File: src/rtl/y_divider_pkg.sv
// Shared CPU package: divider FSM encoding and fixed divider constants.
package y_divider_pkg;

   typedef enum logic [1:0] {
      IDLE = 2'd0,
      RUN  = 2'd1,
      FIX  = 2'd2,
      DONE = 2'd3
   } div_state_t;

   localparam int unsigned DIV_ITER      = 32;
   localparam logic [31:0] DIV_ZERO_QUOT = 32'hFFFF_FFFF;

endpackage

File: src/rtl/yArith.sv
// Add/subtract unit: z = a + b (ctrl=0) or a - b (ctrl=1); cout=1 on subtract means no borrow.
module yArith #(
   parameter int unsigned WIDTH = 32
) (
   input  logic [WIDTH-1:0] a,
   input  logic [WIDTH-1:0] b,
   input  logic             ctrl,
   output logic [WIDTH-1:0] z,
   output logic             cout
);

   logic [WIDTH-1:0] w_b_eff;
   logic [WIDTH:0]   w_sum;

   // Subtract as a + ~b + 1 so the carry out doubles as the no-borrow flag.
   assign w_b_eff     = b ^ {WIDTH{ctrl}};
   assign w_sum       = (WIDTH+1)'(a) + (WIDTH+1)'(w_b_eff) + (WIDTH+1)'(ctrl);
   assign z           = w_sum[WIDTH-1:0];
   assign cout        = w_sum[WIDTH];

endmodule

File: src/rtl/y_divider.sv
// Multi-cycle restoring divider for the EX stage; one quotient bit per RUN cycle via yArith.
module y_divider
   import y_divider_pkg::*;
#(
   parameter int unsigned WIDTH = 32
) (
   input  logic             clk,
   input  logic             rst_n,
   input  logic             start,
   input  logic             is_signed,
   input  logic [WIDTH-1:0] dividend,
   input  logic [WIDTH-1:0] divisor,
   output logic             busy,
   output logic             done,
   output logic [WIDTH-1:0] quotient,
   output logic [WIDTH-1:0] remainder,
   output logic             div_by_zero
);

   generate
      if (WIDTH != 32) begin : g_width_check
         $error("y_divider: only WIDTH=32 is supported");
      end
   endgenerate

   div_state_t       r_state;
   div_state_t       w_next;

   logic [4:0]       r_cnt;
   logic [WIDTH-1:0] r_rem;
   logic [WIDTH-1:0] r_quo;
   logic [WIDTH-1:0] r_dsr;
   logic [WIDTH-1:0] r_quotient;
   logic [WIDTH-1:0] r_remainder;
   logic             r_q_neg;
   logic             r_r_neg;
   logic             r_dbz;

   logic             w_accept;
   logic             w_dsr_zero;
   logic [WIDTH-1:0] w_dvd_mag;
   logic [WIDTH-1:0] w_dsr_mag;
   logic [WIDTH-1:0] w_shift;
   logic [WIDTH-1:0] w_diff;
   logic             w_cout;
   logic             w_take;

   assign w_accept   = start & ((r_state == IDLE) | (r_state == DONE));
   assign w_dsr_zero = (divisor == '0);
   assign w_dvd_mag  = (is_signed & dividend[WIDTH-1]) ? (~dividend + 1'b1) : dividend;
   assign w_dsr_mag  = (is_signed & divisor[WIDTH-1])  ? (~divisor + 1'b1)  : divisor;

   // r_quo shifts the dividend out of its MSB while quotient bits shift in at the LSB.
   assign w_shift = {r_rem[WIDTH-2:0], r_quo[WIDTH-1]};

   yArith #(
      .WIDTH (WIDTH)
   ) u_trial_sub (
      .a    (w_shift),
      .b    (r_dsr),
      .ctrl (1'b1),
      .z    (w_diff),
      .cout (w_cout)
   );

   // r_rem[31] set means the shifted value has a 33rd bit, so it always exceeds the divisor.
   assign w_take = r_rem[WIDTH-1] | w_cout;

   always_ff @(posedge clk or negedge rst_n) begin
      if (!rst_n) begin
         r_state <= IDLE;
      end else begin
         r_state <= w_next;
      end
   end

   always_comb begin
      w_next = r_state;
      case (r_state)
         IDLE: begin
            if (w_accept) w_next = w_dsr_zero ? DONE : RUN;
         end
         RUN: begin
            if (r_cnt == 5'd0) w_next = FIX;
         end
         FIX: begin
            w_next = DONE;
         end
         DONE: begin
            if (w_accept) w_next = w_dsr_zero ? DONE : RUN;
            else          w_next = IDLE;
         end
         default: w_next = IDLE;
      endcase
   end

   always_ff @(posedge clk or negedge rst_n) begin
      if (!rst_n) begin
         r_cnt       <= '0;
         r_rem       <= '0;
         r_quo       <= '0;
         r_dsr       <= '0;
         r_q_neg     <= 1'b0;
         r_r_neg     <= 1'b0;
         r_dbz       <= 1'b0;
         r_quotient  <= '0;
         r_remainder <= '0;
      end else if (w_accept) begin
         r_cnt   <= 5'(DIV_ITER - 1);
         r_rem   <= '0;
         r_quo   <= w_dvd_mag;
         r_dsr   <= w_dsr_mag;
         r_q_neg <= is_signed & (dividend[WIDTH-1] ^ divisor[WIDTH-1]);
         r_r_neg <= is_signed & dividend[WIDTH-1];
         r_dbz   <= w_dsr_zero;
         if (w_dsr_zero) begin
            r_quotient  <= DIV_ZERO_QUOT;
            r_remainder <= dividend;
         end
      end else begin
         case (r_state)
            RUN: begin
               r_rem <= w_take ? w_diff : w_shift;
               r_quo <= {r_quo[WIDTH-2:0], w_take};
               r_cnt <= r_cnt - 5'd1;
            end
            FIX: begin
               r_quotient  <= r_q_neg ? (~r_quo + 1'b1) : r_quo;
               r_remainder <= r_r_neg ? (~r_rem + 1'b1) : r_rem;
            end
            default: ;
         endcase
      end
   end

   assign busy        = (r_state == RUN) | (r_state == FIX);
   assign done        = (r_state == DONE);
   assign div_by_zero = (r_state == DONE) & r_dbz;
   assign quotient    = r_quotient;
   assign remainder   = r_remainder;

endmodule

File: config.mk
export PLATFORM = sky130hd
export DESIGN_NAME = y_divider
export DESIGN_NICKNAME = d
export VERILOG_FILES = /design/src/rtl/y_divider_pkg.sv /design/src/rtl/yArith.sv /design/src/rtl/y_divider.sv
export SDC_FILE = /design/constraint.sdc
export NUM_CORES = 1
export LEC_CHECK = 0
export ABC_CLOCK_PERIOD_IN_PS = 6200
export BUFFER_PORTS_ARGS = -buffer_cell sky130_fd_sc_hd__buf_4
export CORE_MARGIN = 3
export CORE_UTILIZATION = 50
export CTS_CLUSTER_DIAMETER = 60
export DETAILED_ROUTE_END_ITERATION = 10
export PLACE_DENSITY = 0.71
export SYNTH_ARGS = -nofsm -noshare
export SYNTH_HDL_FRONTEND = slang
export SYNTH_SLANG_ARGS = --single-unit
File: constraint.sdc
create_clock -name clk -period 6.2 [get_ports clk]
set_input_delay 1.24 -clock clk [delete_from_list [all_inputs] [get_ports clk]]
set_output_delay 1.24 -clock clk [all_outputs]
set_load 0.005 [all_outputs]
* Yosys cells after proc, flatten, opt, wreduce, memory -nomap -nowiden
Cells that the tools add are included.
Word-level totals: output and inout bits 67, word-level logic and storage cells 66, input bits 68, register bits after elaboration 170
Operators by class: add/subtract/negate cells 7, equality and inequality tests 6, reductions and logical operators 7, bitwise logic cells 14, mux-type cells 22
Operator list (number):
- 32-bit two-way mux | 15
- 32-bit NOT | 5
- 32-bit by 1-bit adder with 32-bit output (second input constant) | 4
- 32-bit by 32-bit adder with 33-bit output | 1
- 33-bit by 1-bit adder with 33-bit output (second input constant) | 1
- 32-bit logical NOT | 1
- 5-bit two-way mux | 2
- 2-bit two-way mux | 4
- 2-bit case mux with 4 select lines | 1
- 1-bit AND | 5
- 5-bit logical NOT | 1
- 5-bit by 1-bit subtractor with 5-bit output (second input constant) | 1
- 2-bit equality test (second input constant) | 2
- 2-bit inequality test (second input constant) | 2
- 2-bit AND reduction | 2
- 2-bit nonzero test | 2
- 1-bit bitwise OR | 3
- 2-bit by 1-bit equality test with 1-bit output (second input constant) | 1
- 2-bit logical NOT | 1
- 2-bit by 1-bit inequality test with 1-bit output (second input constant) | 1
- 1-bit bitwise XOR | 1

* Longest topological paths before layout
depth after elaboration 7, gate-level depth with buffers 14, depth with buffers taken out 12

* Hierarchy
A second synthesis with hierarchy kept.
Unflattened totals: cell total of the unflattened synthesis 1456, area total of the unflattened synthesis 12145.4 um^2
Modules (own cells, without submodules):
- y_divider | instances 1, cells an instance 1151, area an instance 9907.0 um^2, sequential area each 4254.1 um^2
- yArith | instances 1, cells an instance 305, area an instance 2238.4 um^2, sequential area each 0.0 um^2

* Worst setup path after synthesis
OpenSTA, ideal clock, no wires.
kind input-to-reg, start point input port divisor[6], end point register r_remainder[10] (netlist: remainder[10]), stages 12, setup time 0.132 ns, required time 6.068 ns, path slack 2.374 ns, arrival 3.694 ns, path buffers 3, path through or4_1 nor3_2 nand3_2 nor4_4 nand2_1 or4_1 buf_2 and2_4 buf_6 buf_6 nand2_1 o21ai_1
On the way: longest elaborated chain between the ends 3
RTL lines:
- from (decl) | line y_divider.sv:12 | input logic [WIDTH-1:0] divisor,
- 32-bit logical NOT | line y_divider.sv:49 | assign w_dsr_zero = (divisor == '0);
- 2-bit by 1-bit inequality test with 1-bit output (no source line)
- 2-bit AND reduction (no source line)
- to (signal assigned) | line y_divider.sv:118 | r_remainder <= dividend;
- to (signal assigned) | line y_divider.sv:129 | r_remainder <= r_r_neg ? (~r_rem + 1'b1) : r_rem;
- to (decl) | line y_divider.sv:34 | logic [WIDTH-1:0] r_remainder;
Every way passes these cells. A chain may end at the register's enable or synchronous reset.

* Worst setup path in the final report
start point input port divisor[6], end point register r_remainder[30] (netlist: remainder[30])
The elaborated chain is that of the path after synthesis.

==> impl_metrics.py <==
metrics = {
    "timing": {
        "tns_ns": 0,
        "layout_setup_ws_ns": 1.92,
        "period_share": 0.691,
        "worst-slew-pin-transition_ns": 1.06,
        "finClkSkew_ns": 0.00794,
        "slew_headroom": 0.295,
        "hold_viol": 0,
        "slew_violations": 0,
        "post-route-min-period_ns": 4.28,
        "rsz0062_at_grt": "no",
        "finalSetupViolations": 0,
        "holdWs_ns": 0.477,
        "fmax_ghz": 0.234,
    },
    "logic_synthesis": {
        "synth_top_area_share": 0.368,
        "ys_seq_area_frac": 0.368,
        "synth_area_leaders": "dfrtp_1, nand2_1, xor2_1",
        "syn_area_mm2": 0.0116,
        "synth_top_cell_by_area": "dfrtp_1",
        "ys_ff_latch": 170,
        "synth_fp_nets": 1523,
        "ys.flop_type": "dfrtp_1",
        "synth_cell_types": 63,
        "yosysWarningCount": 0,
        "synthCells": 1412,
        "synth_edf_count": 0,
        "avgSynthCellArea_um2": 8.19,
        "synthArstFlopShare": 1.00,
    },
    "critical_path": {
        "rrSetupSlack_ns": 2.61,
        "crit_start": "divisor[6]",
        "reg2reg_depth": 12,
        "crit_type": "primary input to register",
        "crit_chain": "buf_4 > or4_1 > nor3_2 > nand3_2 > nor4_4 > nand2_1 > or4_1 > nand2_2 > nor2_1 > a211oi_1",
        "reg2reg_from": "r_quo[31]$_DFFE_PN0P_",
        "slowest_stage": "or4_1",
        "cp.arrival_ns": 4.62,
        "path_common_cell": "or4_1",
        "crit_path_max_fanout": 43,
        "startpoint_type": "primary input",
        "crit_end": "remainder[30]$_DFFE_PN0P_",
        "crit_family": "simple AND/OR/NAND/NOR gates",
        "worst-path-stages": 10,
        "critPathCaptureType": "register",
        "cp_num_buf_inv": 1,
        "worstPathRequired_ns": 6.54,
        "cpPeakStageDelay_ns": 0.68,
        "rr_endpoint": "r_rem[24]$_DFFE_PN0P_",
    },
    "run": {
        "cap_viol_max_count": 0,
    },
    "finish": {
        "fillers": 2060,
        "syn2layout_area_growth_pct": 15.0,
        "mostFrequentLayoutCell": "nand2_1",
        "nets": 1609,
        "diodes": 0,
        "multiInputGateArea_mm2": 0.00680,
        "layout_common_cells": "nand2_1, dfrtp_1, o21ai_0, buf_4, a21oi_1",
        "final-seq-area_mm2": 0.00425,
        "drive_above_1_share": 0.130,
    },
    "clocking": {
        "clk_latency_ns": 0.43,
        "root_buffer": "clkbuf_16",
        "tritoncts": "built",
        "cts.sinks": 170,
        "cts-resized-gates": 0,
        "cts_setup_buffers": 0,
        "postCtsHoldBufs": 0,
        "cts_max_level": 4,
        "cts_made_buffers": 17,
        "clkTransAtPathRegs_ns": 0.07,
        "clockBufferDepth": 2,
    },
    "outcome": {
        "status": "finished clean",
    },
    "die": {
        "dieArea_mm2": 0.0250,
        "io_pins": 135,
        "rows": 55,
        "core_area_mm2": 0.0227,
        "chipHeight_um": 158,
        "start_util": 0.509,
        "die_x_um": 158,
    },
    "route": {
        "drt_drc_violations_left": 0,
        "num_vias": 10200,
        "drt-initial-drc-count": 817,
        "dr.pass1.iters": 5,
        "via_per_inst": 5.70,
        "ant_nets": 0,
        "wl_per_cell_um": 16.1,
        "routed_wl_mm": 28.9,
    },
    "placed_design": {
        "gp_congestion": 0.925,
        "io_buffers": 134,
        "dpl.hpwl_mm": 21.3,
        "dp_slack_ns": 1.42,
    },
    "global_route": {
        "grt_pass1_wl_mm": 47.6,
        "antenna_found_initial": 0,
        "overflow": 0,
        "grt_use_total": 0.234,
        "grt_max_degree": 113,
        "grt_pass1_vias": 9640,
    },
    "worst_hold_path": {
        "hold_path_class": "register to register",
    },
    "power": {
        "vdd_drop_max_uv": 265,
        "finalPower_mw": 8.04,
        "power_density_mw_per_mm2": 604,
        "p_leak_nw": 5.84,
    },
}
[metrics by stage]
| stage | cells | instance area [um^2] | utilization |
|---|---|---|---|
| global placement | 1764 | 12700 | 0.559 |
| CTS | 1796 | 13300 | 0.586 |
| detailed placement | 1764 | 12700 | 0.559 |
| floorplan | 1412 | 11600 | - |
| finish | 1796 | 13300 | 0.586 |
| global route | 1796 | 13300 | 0.586 |
[flip-flops by register name, summed over array words and instances, names as in the netlist]
register	cells
quotient	32
r_cnt	5
r_rem	32
r_q_neg	1
r_dsr	32
r_dbz	1
remainder	32
r_quo	32
r_state	2
r_r_neg	1
[routing by layer]
layer | share of wire | GRT usage
met1 | 0.47 | 0.322
met2 | 0.47 | 0.386
met3 | 0.045 | 0.0293
met4 | 0.021 | 0.0737
met5 | 0 | 0
[area by class of cell]
class,instances,share of cell area
clock inverters,13,0.0127
clock buffers,19,0.0326
multi-input cells,1109,0.511
flip-flops and latches,170,0.320
inverters,58,0.0164
well taps,285,0.0268
repair buffers,142,0.0804
[cells in the mapped netlist, drive strengths merged (13+ instances only)]
cell type  number
nand3          21
nor2          111
dfrtp         170
xnor2          56
a31oi          34
nor4           13
o21ai         167
nor3           27
nand2         207
or3            13
a21oi         122
inv            57
ha             42
a21o           18
buf            18
o31ai          29
clkbuf         57
xor2           88
mux2i          32
or4            18
[how the worst min path moves through the flow]
stage / startpoint / to / slack (ns) / cells after the start
floorplan: r_dbz$_DFFE_PN0P_ / r_dbz$_DFFE_PN0P_ / 0.44 / 2
global placement: r_dsr[26]$_DFFE_PN0P_ / r_dsr[26]$_DFFE_PN0P_ / 0.46 / 2
detailed placement: r_dsr[23]$_DFFE_PN0P_ / r_dsr[23]$_DFFE_PN0P_ / 0.47 / 2
CTS: r_dsr[23]$_DFFE_PN0P_ / r_dsr[23]$_DFFE_PN0P_ / 0.48 / 2
global route: r_dsr[20]$_DFFE_PN0P_ / r_dsr[20]$_DFFE_PN0P_ / 0.51 / 2
finish: r_dsr[20]$_DFFE_PN0P_ / r_dsr[20]$_DFFE_PN0P_ / 0.48 / 2
[logic make-up (layout without fill, tap and decap cells)]
group | count (synthesis) | after routing | synth area share
AO/OA/AOI/OAI | 427 | 427 | 0.215
XOR/XNOR | 144 | 144 | 0.109
adder cells (fa/ha/maj) | 43 | 43 | 0.0472
buffers and inverters | 133 | 232 | 0.0465
flip-flops | 170 | 170 | 0.368
multiplexers | 32 | 32 | 0.0277
AND/OR/NAND/NOR | 463 | 463 | 0.186
[power by group]
part / internal (mW) / total (mW) / switching [mW]
logic: 1.97 / 4.67 / 2.69
clock network: 0.637 / 1.10 / 0.463
registers: 1.66 / 2.27 / 0.611
[worst min-delay path, delay by kind of cell (launching register included)]
family / cells / cell delay, ns
AO/OA/AOI/OAI: 1 / 0.06
flip-flops: 1 / 0.34
AND/OR/NAND/NOR: 1 / 0.04
No activity file was read; power rests on OpenSTA's default activity.
